`config.mk`:
```
export PLATFORM = sky130hd
export DESIGN_NAME = cci_mpf_csr_event_counters_flat
export DESIGN_NICKNAME = d
export VERILOG_FILES = /design/src/rtl/cci_mpf_csr_event_counters_pkg.sv /design/src/rtl/cci_mpf_csr_event_counters_if.sv /design/src/rtl/cci_mpf_csr_event_counters_ctr.sv /design/src/rtl/cci_mpf_csr_event_counters.sv /design/src/flat_wrapper.sv
export SDC_FILE = /design/constraint.sdc
export NUM_CORES = 1
export LEC_CHECK = 0
export ABC_CLOCK_PERIOD_IN_PS = 2300
export BUFFER_PORTS_ARGS = -buffer_cell sky130_fd_sc_hd__buf_2
export CELL_PAD_IN_SITES_DETAIL_PLACEMENT = 1
export CELL_PAD_IN_SITES_GLOBAL_PLACEMENT = 1
export CORE_MARGIN = 1
export CORE_UTILIZATION = 44
export CTS_CLUSTER_SIZE = 10
export DETAILED_ROUTE_END_ITERATION = 12
export PLACE_DENSITY_LB_ADDON = 0.1
export SLEW_MARGIN = 25
export SYNTH_ARGS = -nofsm -noshare
export SYNTH_HDL_FRONTEND = slang
export SYNTH_SLANG_ARGS = --single-unit
```
`constraint.sdc`:
```
create_clock -name clk -period 2.3 [get_ports clk]
set_input_delay 0.115 -clock clk [delete_from_list [all_inputs] [get_ports clk]]
set_output_delay 0.115 -clock clk [all_outputs]
set_load 0.02 [all_outputs]
```
`src/rtl/cci_mpf_csr_event_counters_pkg.sv`:
```
// cci_mpf_csrs_pkg: event counter indices, counter count and counter type
package cci_mpf_csrs_pkg;
  typedef enum logic [2:0] {
    VTP_4KB_HIT            = 3'd0,
    VTP_4KB_MISS           = 3'd1,
    VTP_2MB_HIT            = 3'd2,
    VTP_2MB_MISS           = 3'd3,
    VTP_PT_WALK_BUSY       = 3'd4,
    VTP_FAILED_TRANSLATION = 3'd5,
    VC_MAP_MAPPING_CHANGED = 3'd6
  } t_cci_mpf_csr_event_idx;
  localparam int CCI_MPF_CSR_N_EVENTS = 7;
  localparam int CCI_MPF_CSR_CTR_WIDTH = 48;
  typedef logic [CCI_MPF_CSR_CTR_WIDTH-1:0] t_cci_mpf_csr_event_ctr;
endpackage

```
`src/rtl/cci_mpf_csr_event_counters_if.sv`:
```
// cci_mpf_csr_event_counters_if: CSR manager read/clear port of the event counters
interface cci_mpf_csr_event_counters_if;
  logic        rd_req;
  logic [7:0]  rd_idx;
  logic        rd_rsp_valid;
  logic [63:0] rd_rsp_data;
  logic        clr_req;
  logic [7:0]  clr_idx;
  logic        clr_all;
  modport master (output rd_req, rd_idx, clr_req, clr_idx, clr_all, input rd_rsp_valid, rd_rsp_data);
  modport slave (input rd_req, rd_idx, clr_req, clr_idx, clr_all, output rd_rsp_valid, rd_rsp_data);
endinterface

```
`src/rtl/cci_mpf_csr_event_counters_ctr.sv`:
```
// cci_mpf_event_counter: one event counter with clear, saturate/wrap and sticky overflow
module cci_mpf_event_counter #(
  parameter int CTR_WIDTH = 48,
  parameter bit SATURATE = 1'b1
) (
  input  logic                 clk,
  input  logic                 reset_n,
  input  logic                 inc,
  input  logic                 clr,
  output logic [CTR_WIDTH-1:0] ctr,
  output logic                 ovf
);
  logic at_max;
  assign at_max = &ctr;
  // A clear keeps the increment landing in the same cycle so no event is lost
  always_ff @(posedge clk or negedge reset_n)
    if (!reset_n) begin
      ctr <= '0;
      ovf <= 1'b0;
    end else if (clr) begin
      ctr <= CTR_WIDTH'(inc);
      ovf <= 1'b0;
    end else if (inc) begin
      ctr <= (at_max && SATURATE) ? ctr : ctr + CTR_WIDTH'(1);
      ovf <= ovf | at_max;
    end
endmodule

```
`src/rtl/cci_mpf_csr_event_counters.sv`:
```
// cci_mpf_csr_event_counters: stages MPF event pulses into counters read/cleared by the CSR manager
module cci_mpf_csr_event_counters
  import cci_mpf_csrs_pkg::*;
#(
  parameter int N_EVENTS = CCI_MPF_CSR_N_EVENTS,
  parameter int CTR_WIDTH = CCI_MPF_CSR_CTR_WIDTH,
  parameter bit SATURATE = 1'b1
) (
  input  logic                  clk,
  input  logic                  reset_n,
  input  logic [N_EVENTS-1:0]   evt_in,
  cci_mpf_csr_event_counters_if.slave csr,
  output logic [N_EVENTS-1:0]   ovf
);
  logic [N_EVENTS-1:0]  evt_q;
  logic [CTR_WIDTH-1:0] ctr [N_EVENTS];
  logic [63:0]          rd_val;
  always_ff @(posedge clk or negedge reset_n)
    if (!reset_n) evt_q <= '0;
    else evt_q <= evt_in;
  for (genvar i = 0; i < N_EVENTS; i++) begin : g_ctr
    cci_mpf_event_counter #(.CTR_WIDTH(CTR_WIDTH), .SATURATE(SATURATE)) u_ctr (
      .clk     (clk),
      .reset_n (reset_n),
      .inc     (evt_q[i]),
      .clr     (csr.clr_req && (csr.clr_all || csr.clr_idx == 8'(i))),
      .ctr     (ctr[i]),
      .ovf     (ovf[i])
    );
  end
  // Out-of-range indices fall through to zero
  always_comb begin
    rd_val = '0;
    for (int j = 0; j < N_EVENTS; j++) rd_val = (csr.rd_idx == 8'(j)) ? 64'(ctr[j]) : rd_val;
  end
  always_ff @(posedge clk or negedge reset_n)
    if (!reset_n) begin
      csr.rd_rsp_valid <= 1'b0;
      csr.rd_rsp_data  <= '0;
    end else begin
      csr.rd_rsp_valid <= csr.rd_req;
      if (csr.rd_req) csr.rd_rsp_data <= rd_val;
    end
endmodule
```
`src/flat_wrapper.sv`:
```
// flat-port wrapper written by rule: the top's interface ports become plain ports
module cci_mpf_csr_event_counters_flat import cci_mpf_csrs_pkg::*;
#(
  parameter int N_EVENTS = CCI_MPF_CSR_N_EVENTS,
  parameter int CTR_WIDTH = CCI_MPF_CSR_CTR_WIDTH,
  parameter bit SATURATE = 1'b1
)
  (clk, reset_n, evt_in, ovf, csr_rd_req, csr_rd_idx, csr_clr_req, csr_clr_idx, csr_clr_all, csr_rd_rsp_valid, csr_rd_rsp_data);
  cci_mpf_csr_event_counters_if csr_i ();
  input  logic clk;
  input  logic reset_n;
  input  logic [N_EVENTS-1:0] evt_in;
  output logic [N_EVENTS-1:0] ovf;
  input wire logic [$bits(csr_i.rd_req)-1:0] csr_rd_req;
  input wire logic [$bits(csr_i.rd_idx)-1:0] csr_rd_idx;
  input wire logic [$bits(csr_i.clr_req)-1:0] csr_clr_req;
  input wire logic [$bits(csr_i.clr_idx)-1:0] csr_clr_idx;
  input wire logic [$bits(csr_i.clr_all)-1:0] csr_clr_all;
  output wire logic [$bits(csr_i.rd_rsp_valid)-1:0] csr_rd_rsp_valid;
  output wire logic [$bits(csr_i.rd_rsp_data)-1:0] csr_rd_rsp_data;
  assign csr_i.rd_req = csr_rd_req;
  assign csr_i.rd_idx = csr_rd_idx;
  assign csr_i.clr_req = csr_clr_req;
  assign csr_i.clr_idx = csr_clr_idx;
  assign csr_i.clr_all = csr_clr_all;
  assign csr_rd_rsp_valid = csr_i.rd_rsp_valid;
  assign csr_rd_rsp_data = csr_i.rd_rsp_data;
  cci_mpf_csr_event_counters #(.N_EVENTS(N_EVENTS), .CTR_WIDTH(CTR_WIDTH), .SATURATE(SATURATE)) u_core (.clk(clk), .reset_n(reset_n), .evt_in(evt_in), .csr(csr_i), .ovf(ovf));
endmodule
```
==> results of run 1 <==
[metrics by stage]
step	power (mW)	setup slack (ps)
after detailed placement	8.83	-107
after global placement	8.77	-24.6
final	16.2	-118
after global routing	16.8	-208
after CTS	16.3	-14.9
after floorplan	8.07	5.10
[registers in the layout, indices dropped and copies added, names as in the netlist]
signal	cells
u_core.g_ctr.u_ctr.ctr	336
u_core.csr.rd_rsp_data	48
u_core.evt_q	7
u_core.g_ctr.u_ctr.ovf	7
u_core.csr.rd_rsp_valid	1
[per-layer routing]
| layer | GRT usage (%) | wire (µm) |
|---|---|---|
| met4 | 17.7 | 5770 |
| met2 | 57.7 | 45700 |
| met3 | 4.40 | 4860 |
| met5 | 0 | 10 |
| met1 | 43.2 | 37600 |
[worst max-delay path by stage]
stage / start / end / slack (ps) / depth (start not counted)
3_3_place_gp: u_core.g_ctr[1].u_ctr.ctr[34] / u_core.g_ctr[1].u_ctr.ctr[41] / -20 / 8
2_1_floorplan: u_core.g_ctr[0].u_ctr.ctr[3] / u_core.g_ctr[0].u_ctr.ctr[21] / 5 / 7
6_report: u_core.g_ctr[1].u_ctr.ctr[0] / u_core.g_ctr[1].u_ctr.ctr[12] / -120 / 10
3_5_place_dp: u_core.g_ctr[1].u_ctr.ctr[43] / u_core.g_ctr[1].u_ctr.ctr[47] / -110 / 8
5_1_grt: u_core.g_ctr[1].u_ctr.ctr[0] / u_core.g_ctr[1].u_ctr.ctr[3] / -210 / 10
4_1_cts: u_core.g_ctr[0].u_ctr.ctr[6] / u_core.g_ctr[0].u_ctr.ctr[23] / -10 / 7
[layout by cell type (no fill, tap or decap), types with 27 or more instances in the layout]
master     netlist  layout
xnor2_1        110     109
a211oi_1        40      40
dfrtp_1        399     397
or3_1           55      45
inv_1           95      95
nand3_1        158     150
a21oi_1         87      73
xor2_1         135     135
nor4_1          44      32
mux4_2          48      48
clkbuf_16        0      53
and2_1          28      27
o211ai_1        56      56
o21ai_0        156     148
and4_1          33      29
and3_1          51      50
nand2_1        169     166
nor3_1          68      63
buf_4           23     353
nor2_1         367     362
buf_2           12      80
nand4_1        125     125
[cell usage after synthesis, types with 12 or more instances]
master,count,area share [%]
o21ai_0,156,3.3
inv_1,95,1.5
a22oi_1,13,0.42
nor2_1,367,5.9
nor4_1,44,1.2
xor2_1,135,5.1
and4_1,33,1.2
dfrtp_1,399,43
buf_4,23,0.74
and2_1,28,0.75
nand2_1,169,2.7
o2111ai_1,18,0.67
or3_1,55,1.5
nand4_1,125,3.3
and3_1,51,1.4
mux4_2,48,4.6
nor3_1,68,1.5
nand3_1,158,3.4
xnor2_1,110,4.1
or4_1,24,0.77
a21oi_1,87,1.9
a211oi_1,40,1.3
o211ai_1,56,1.8
clkbuf_1,128,2.1
o22ai_1,13,0.35
mux2_2,16,0.77
buf_2,12,0.26
[final cells by class]
cell class,instances,area [µm²]
clock inverter,3,18.8
tap,688,861
antenna,2,5.00
fill,6040,23000
inverter,95,357
timing repair buffer,483,3840
clock buffer,76,1470
multi-input combinational,1958,13000
sequential,399,9990
[where the power goes]
| part | switching, mW | internal, mW |
|---|---|---|
| Combinational | 0.996 | 0.497 |
| Clock | 3.12 | 4.33 |
| Sequential | 0.126 | 7.16 |
[cells by family after synthesis]
| group | Yosys count | share of synthesized area [%] |
|---|---|---|
| AOI/OAI and AO/OA | 442 | 11.7 |
| buffers and inverters | 267 | 4.72 |
| muxes | 68 | 5.57 |
| DFF | 399 | 42.7 |
| other | 1 | 0.0160 |
| xor gates and xnor gates | 245 | 9.18 |
| adders and majority gates | 7 | 0.375 |
| and+or+nand+nor | 1178 | 25.7 |
[repair_timing]
action / 4_1_cts / 5_1_grt
resized for setup: 17 / 127
hold endpoints to repair: 357 / 0
buffers inserted: 4 / 21
pin swaps: 9 / 71
hold buffers: 9 / 0
endpoints found under the setup margin: 41 / 180
cloned: 2 / 6
==> reports/qor.csv, run 1 <==
metric,value,unit
status,"finished, violations left",
failing checks,negative setup slack,
CP top delay family,buffers and inverters,
layout cell share with drive strength beyond 1,24.0,%
Root Driver,clkbuf_16,
fmax,0.414,GHz
global placer's final weighted congestion,0.933,
clock period minus worst slack,2420,ps
Clock Skew,12.2,ps
fin area,29500,µm²
DR vias,22757,
crit path cell chain,ha_1 -> and2_1 -> nand4_1 -> buf_6 -> o41ai_4 -> buf_4 -> buf_12 -> buf_8 -> o21ai_1 -> a21oi_2,
fin cells,3704,
syn_area_per_cell,8.96,µm²
RSZ-0062 raised after global routing,true,
Core ar.,52600,µm²
Worst path slowest cell,dfrtp_1,
Clock Path Buffers,3,
worst path required time,2820,ps
worst slew pin tran,1010,ps
min setup slack post-route,-118,ps
initial antenna violation count,3,
HPWL after DPL,68800,µm
Die Y,232,µm
arrival time at the worst endpoint,2940,ps
Placed Instances,3583,
CP peak stage delay,390,ps
Clock transition at path regs,60,ps
fin. max-slew vios,0,
"Hold Vio Cnt, Final",0,
CTS Buf Count,49,
worst reg2reg path depth,10,
hold crit path type,input pin to asynchronous set/reset pin,
sequential share of the synthesized area,42.7,%
Critical R2R Capture,u_core.g_ctr[1].u_ctr.ctr[12],
Leakage Power,12.5,nW
CP max FO,8,
Initial Util,44.5,%
Routed WL per cell,25.4,µm
GR Overflow Total,0,
vias per cell,6.14,
final core utilization,56.2,%
worst vdd ir,0.000475,V
area growth from synthesis to layout,26.4,%
"FF+latch count, synth",399,
Synth Flop Type,dfrtp_1,
async set or reset register ratio after synthesis,100,%
I/O pin count,100,
H-Tree Level Count,2,
Cell variety after synth,67,
worst hold margin,35.0,ps
"Setup violations, final",18,
Syn. warnings,0,
final net count,3021,
Setup TNS,-1210,ps
I/O Buffers,83,
Cell Pwr Density,550,nW/µm²
Initial DRT Pass Iterations,5,
CTS tree,yes,
Rel. slew slack,32.7,%
CTS Sinks,399,
Die X,232,µm
clk_lat worst skew,590,ps
largest net degree at the start of global routing,98,
period utilization,105,%
DR DRC count,0,
Cells after Synth,2607,
Setup CP Type,flop to flop,
total of max-cap violations,0,
worst reg2reg startpoint,u_core.g_ctr[1].u_ctr.ctr[0],
initial drt markers,1904,
final wirelength,93900,µm
row count,84,
r2r setup slk,-120,ps
vias in the first global route,23329,
critical path startpoint category,flop,
"Cell Area, Placed",27000,µm²
Post-synth EDFFs,0,
mapped cell area,23400,µm²
worst path bufs/invs,4,
crit end category,flop,
full die area,54000,µm²
gr usage total,34.3,%
first-pass GRT wire length,142000,µm
"antenna viol nets, final",0,
Note: power is estimated with default switching activity, not from simulation.
==> run 2: changes to the inputs <==
Settings changed: ABC_CLOCK_PERIOD_IN_PS 2300 to 2680, CORE_UTILIZATION 44 to 49.
Clock period 2.3 ns to 2.68 ns, I/O delays scaled along.
==> run 2 against run 1 <==
The run ends with design-rule violations left; die area shrank 10%; highest routed layer unchanged; largest power group is now sequential cells; critical endpoint is now u_core.g_ctr[5].u_ctr.ctr[22]; clock-buffer cell count shrank 4; flip-flop and latch count is the same.
==> reports/qor.csv, run 2 (synthesis gave the netlist of run 1 again) <==
metric,value,unit,change
status,"finished, violations left",,
failing checks,design-rule violations,,
crit end category,flop,,
Rel. slew slack,51.5,%,+19 points
initial drt markers,1919,,+0.79%
critical path startpoint category,flop,,
final wirelength,85900,µm,-8.5%
fin. max-slew vios,0,,unchanged
final net count,2788,,-7.7%
Initial DRT Pass Iterations,9,,+4
Critical R2R Capture,u_core.g_ctr[5].u_ctr.ctr[22],,
CP max FO,18,,+10
Cell Int Power,10.1,mW,-15%
Die Y,220,µm,-5.2%
"most common cell after layout, fill and taps aside",dfrtp_1,,
arrival time at the worst endpoint,3000,ps,+60 ps
I/O Buffers,83,,unchanged
# fillers,5387,,-11%
row count,79,,-6.0%
CP top delay family,simple AND/OR/NAND/NOR gates,,
max reg flops,336,,unchanged
worst path bufs/invs,1,,-3
Clock Path Buffers,3,,unchanged
I/O pin count,100,,unchanged
Comb pwr share,8.2,%,-1.0 points
Core ar.,46800,µm²,-11%
Clock Skew,20.4,ps,+8.18 ps
Cell Pwr Density,509,nW/µm²,-7.4%
CTS Buf Count,49,,unchanged
full die area,48600,µm²,-10%
Die X,220,µm,-5.2%
total of max-cap violations,0,,unchanged
Initial Util,50.0,%,+5.5 points
Routed WL per cell,25.4,µm,about the same
post-place setup slack,136,ps,+243 ps
CTS Sinks,399,,unchanged
worst slew pin tran,726,ps,-284 ps
Clock transition at path regs,60,ps,about the same
Setup CP Type,flop to flop,,
layout cell share with drive strength beyond 1,14.7,%,-9.3 points
vias in the first global route,22247,,-4.6%
r2r setup slk,150,ps,+270 ps
Leakage Power,11.0,nW,-12%
crit path cell chain,ha_1 -> and3_1 -> nor4bb_1 -> nand4_1 -> buf_4 -> nand3_1 -> xnor2_1 -> nor2_1,,
HPWL after DPL,63700,µm,-7.4%
first-pass GRT wire length,134000,µm,-5.8%
vias per cell,6.45,,+4.9%
clock period minus worst slack,2530,ps,+109 ps
total power,13.7,mW,-16%
Sw Pwr,3.56,mW,-16%
CTS tree,yes,,
largest register by flop count,u_core.g_ctr.u_ctr.ctr,,
"Setup violations, final",0,,-18
area growth from synthesis to layout,15.2,%,
clk_lat worst skew,600,ps,about the same
H-Tree Level Count,2,,unchanged
"antenna viol nets, final",0,,unchanged
gr usage total,36.1,%,+1.8 points
worst reg2reg path depth,8,,-2
sw frac,26.0,%,-0.16 points
hold crit path type,input pin to asynchronous set/reset pin,,
worst reg2reg startpoint,u_core.g_ctr[5].u_ctr.ctr[0],,
GR Overflow Total,0,,unchanged
largest net degree at the start of global routing,89,,-9.2%
worst path required time,3160,ps,+340 ps
CP peak stage delay,420,ps,+30 ps
fmax,0.396,GHz,-4.3%
ant diodes,0,,-2
Seq pwr share,45.9,%,+1.0 points
min setup slack post-route,153,ps,+271 ps
"Hold Vio Cnt, Final",0,,unchanged
Top Registers,"u_core.g_ctr.u_ctr.ctr x336, u_core.csr.rd_rsp_data x48",,
initial antenna violation count,1,,-2
period utilization,94.3,%,-11 points
most frequent cells in the layout,"dfrtp_1, nor2_1, nand2_1",,
Root Driver,clkbuf_16,,
final core utilization,57.6,%,+1.4 points
Clock Power Share,45.9,%,about the same
Worst path slowest cell,nor4bb_1,,
global placer's final weighted congestion,0.964,,+3.3%
worst vdd ir,0.000559,V,+18%
DR vias,21826,,-4.1%
DR DRC count,7,,+7
[run 2: cell types whose count changed in the layout (fill, tap and decap cells not counted), moves of 10 or more]
| cell | change |
|---|---|
| a21oi_1 | +11 |
| a21oi_2 | -11 |
| buf_4 | -206 |
| or3_4 | -10 |
| o2111ai_1 | +10 |
| or3_1 | +10 |
| buf_6 | -11 |
[run 2: layer usage]
metal  global-route usage, %  vias up  wire, µm
met2                    59.1      745     41000
met3                    5.07      236      4770
li1                        -     9631         -
met5                       0        -        16
met1                    46.3    11212     35100
met4                    19.7        2      5040
[run 2: power by group through the flow]
stage	sequential, mW	clock (mW)	combinational [mW]
2_1_floorplan	6.37	0	0.553
3_3_place_gp	6.38	0	1.06
3_5_place_dp	6.39	0	1.10
4_1_cts	6.28	6.39	1.12
5_1_grt	6.30	6.58	1.22
6_report	6.29	6.29	1.12
[run 2: worst max-delay path by stage]
| stage | cells past startpoint | from | slack [ps] | endpoint |
|---|---|---|---|---|
| finish | 8 | u_core.g_ctr[5].u_ctr.ctr[0] | 150 | u_core.g_ctr[5].u_ctr.ctr[22] |
| global route | 7 | u_core.g_ctr[6].u_ctr.ctr[12] | -30 | u_core.g_ctr[6].u_ctr.ctr[35] |
| CTS | 6 | u_core.g_ctr[1].u_ctr.ctr[42] | 70 | u_core.g_ctr[1].u_ctr.ctr[17] |
| detailed placement | 6 | u_core.g_ctr[0].u_ctr.ctr[4] | 140 | u_core.g_ctr[0].u_ctr.ctr[21] |
| global placement | 6 | u_core.g_ctr[0].u_ctr.ctr[6] | 200 | u_core.g_ctr[0].u_ctr.ctr[21] |
| floorplan | 7 | u_core.g_ctr[0].u_ctr.ctr[3] | 390 | u_core.g_ctr[0].u_ctr.ctr[21] |
[run 2: per-stage QoR]
stage	instances	hold WS, ps	cell area [µm²]	setup TNS [ps]
CTS	3385	84.7	26900	0
finish	3385	114	26900	0
global route	3385	155	26900	-28.4
global placement	3300	186	25300	0
detailed placement	3300	181	25300	0
floorplan	2622	-162	23400	0
[run 2: final cells by class]
cell class / instances / area, µm² / share of cell area, %
timing repair buffer: 252 / 1910 / 7.09
tap: 607 / 759 / 2.82
inverter: 95 / 357 / 1.32
multi-input combinational: 1956 / 12400 / 46.2
clock inverter: 4 / 27.5 / 0.102
clock buffer: 72 / 1440 / 5.33
sequential: 399 / 9980 / 37.1
[run 2: worst reg2reg max path, delay by kind of cell, from the launching register on]
kind                       cells  cell delay (ps)
buffers and inverters          1              340
DFF                            1              400
adders and majority gates      1              190
xor gates and xnor gates       1              150
and+or+nand+nor                5             1320
[run 2: timing repair]
item                       4_1_cts  5_1_grt
setup buffers                    0        0
setup endpoints to repair        0       25
hold endpoints to repair        83        0
resized for setup                0        6
hold buffers                     9        0
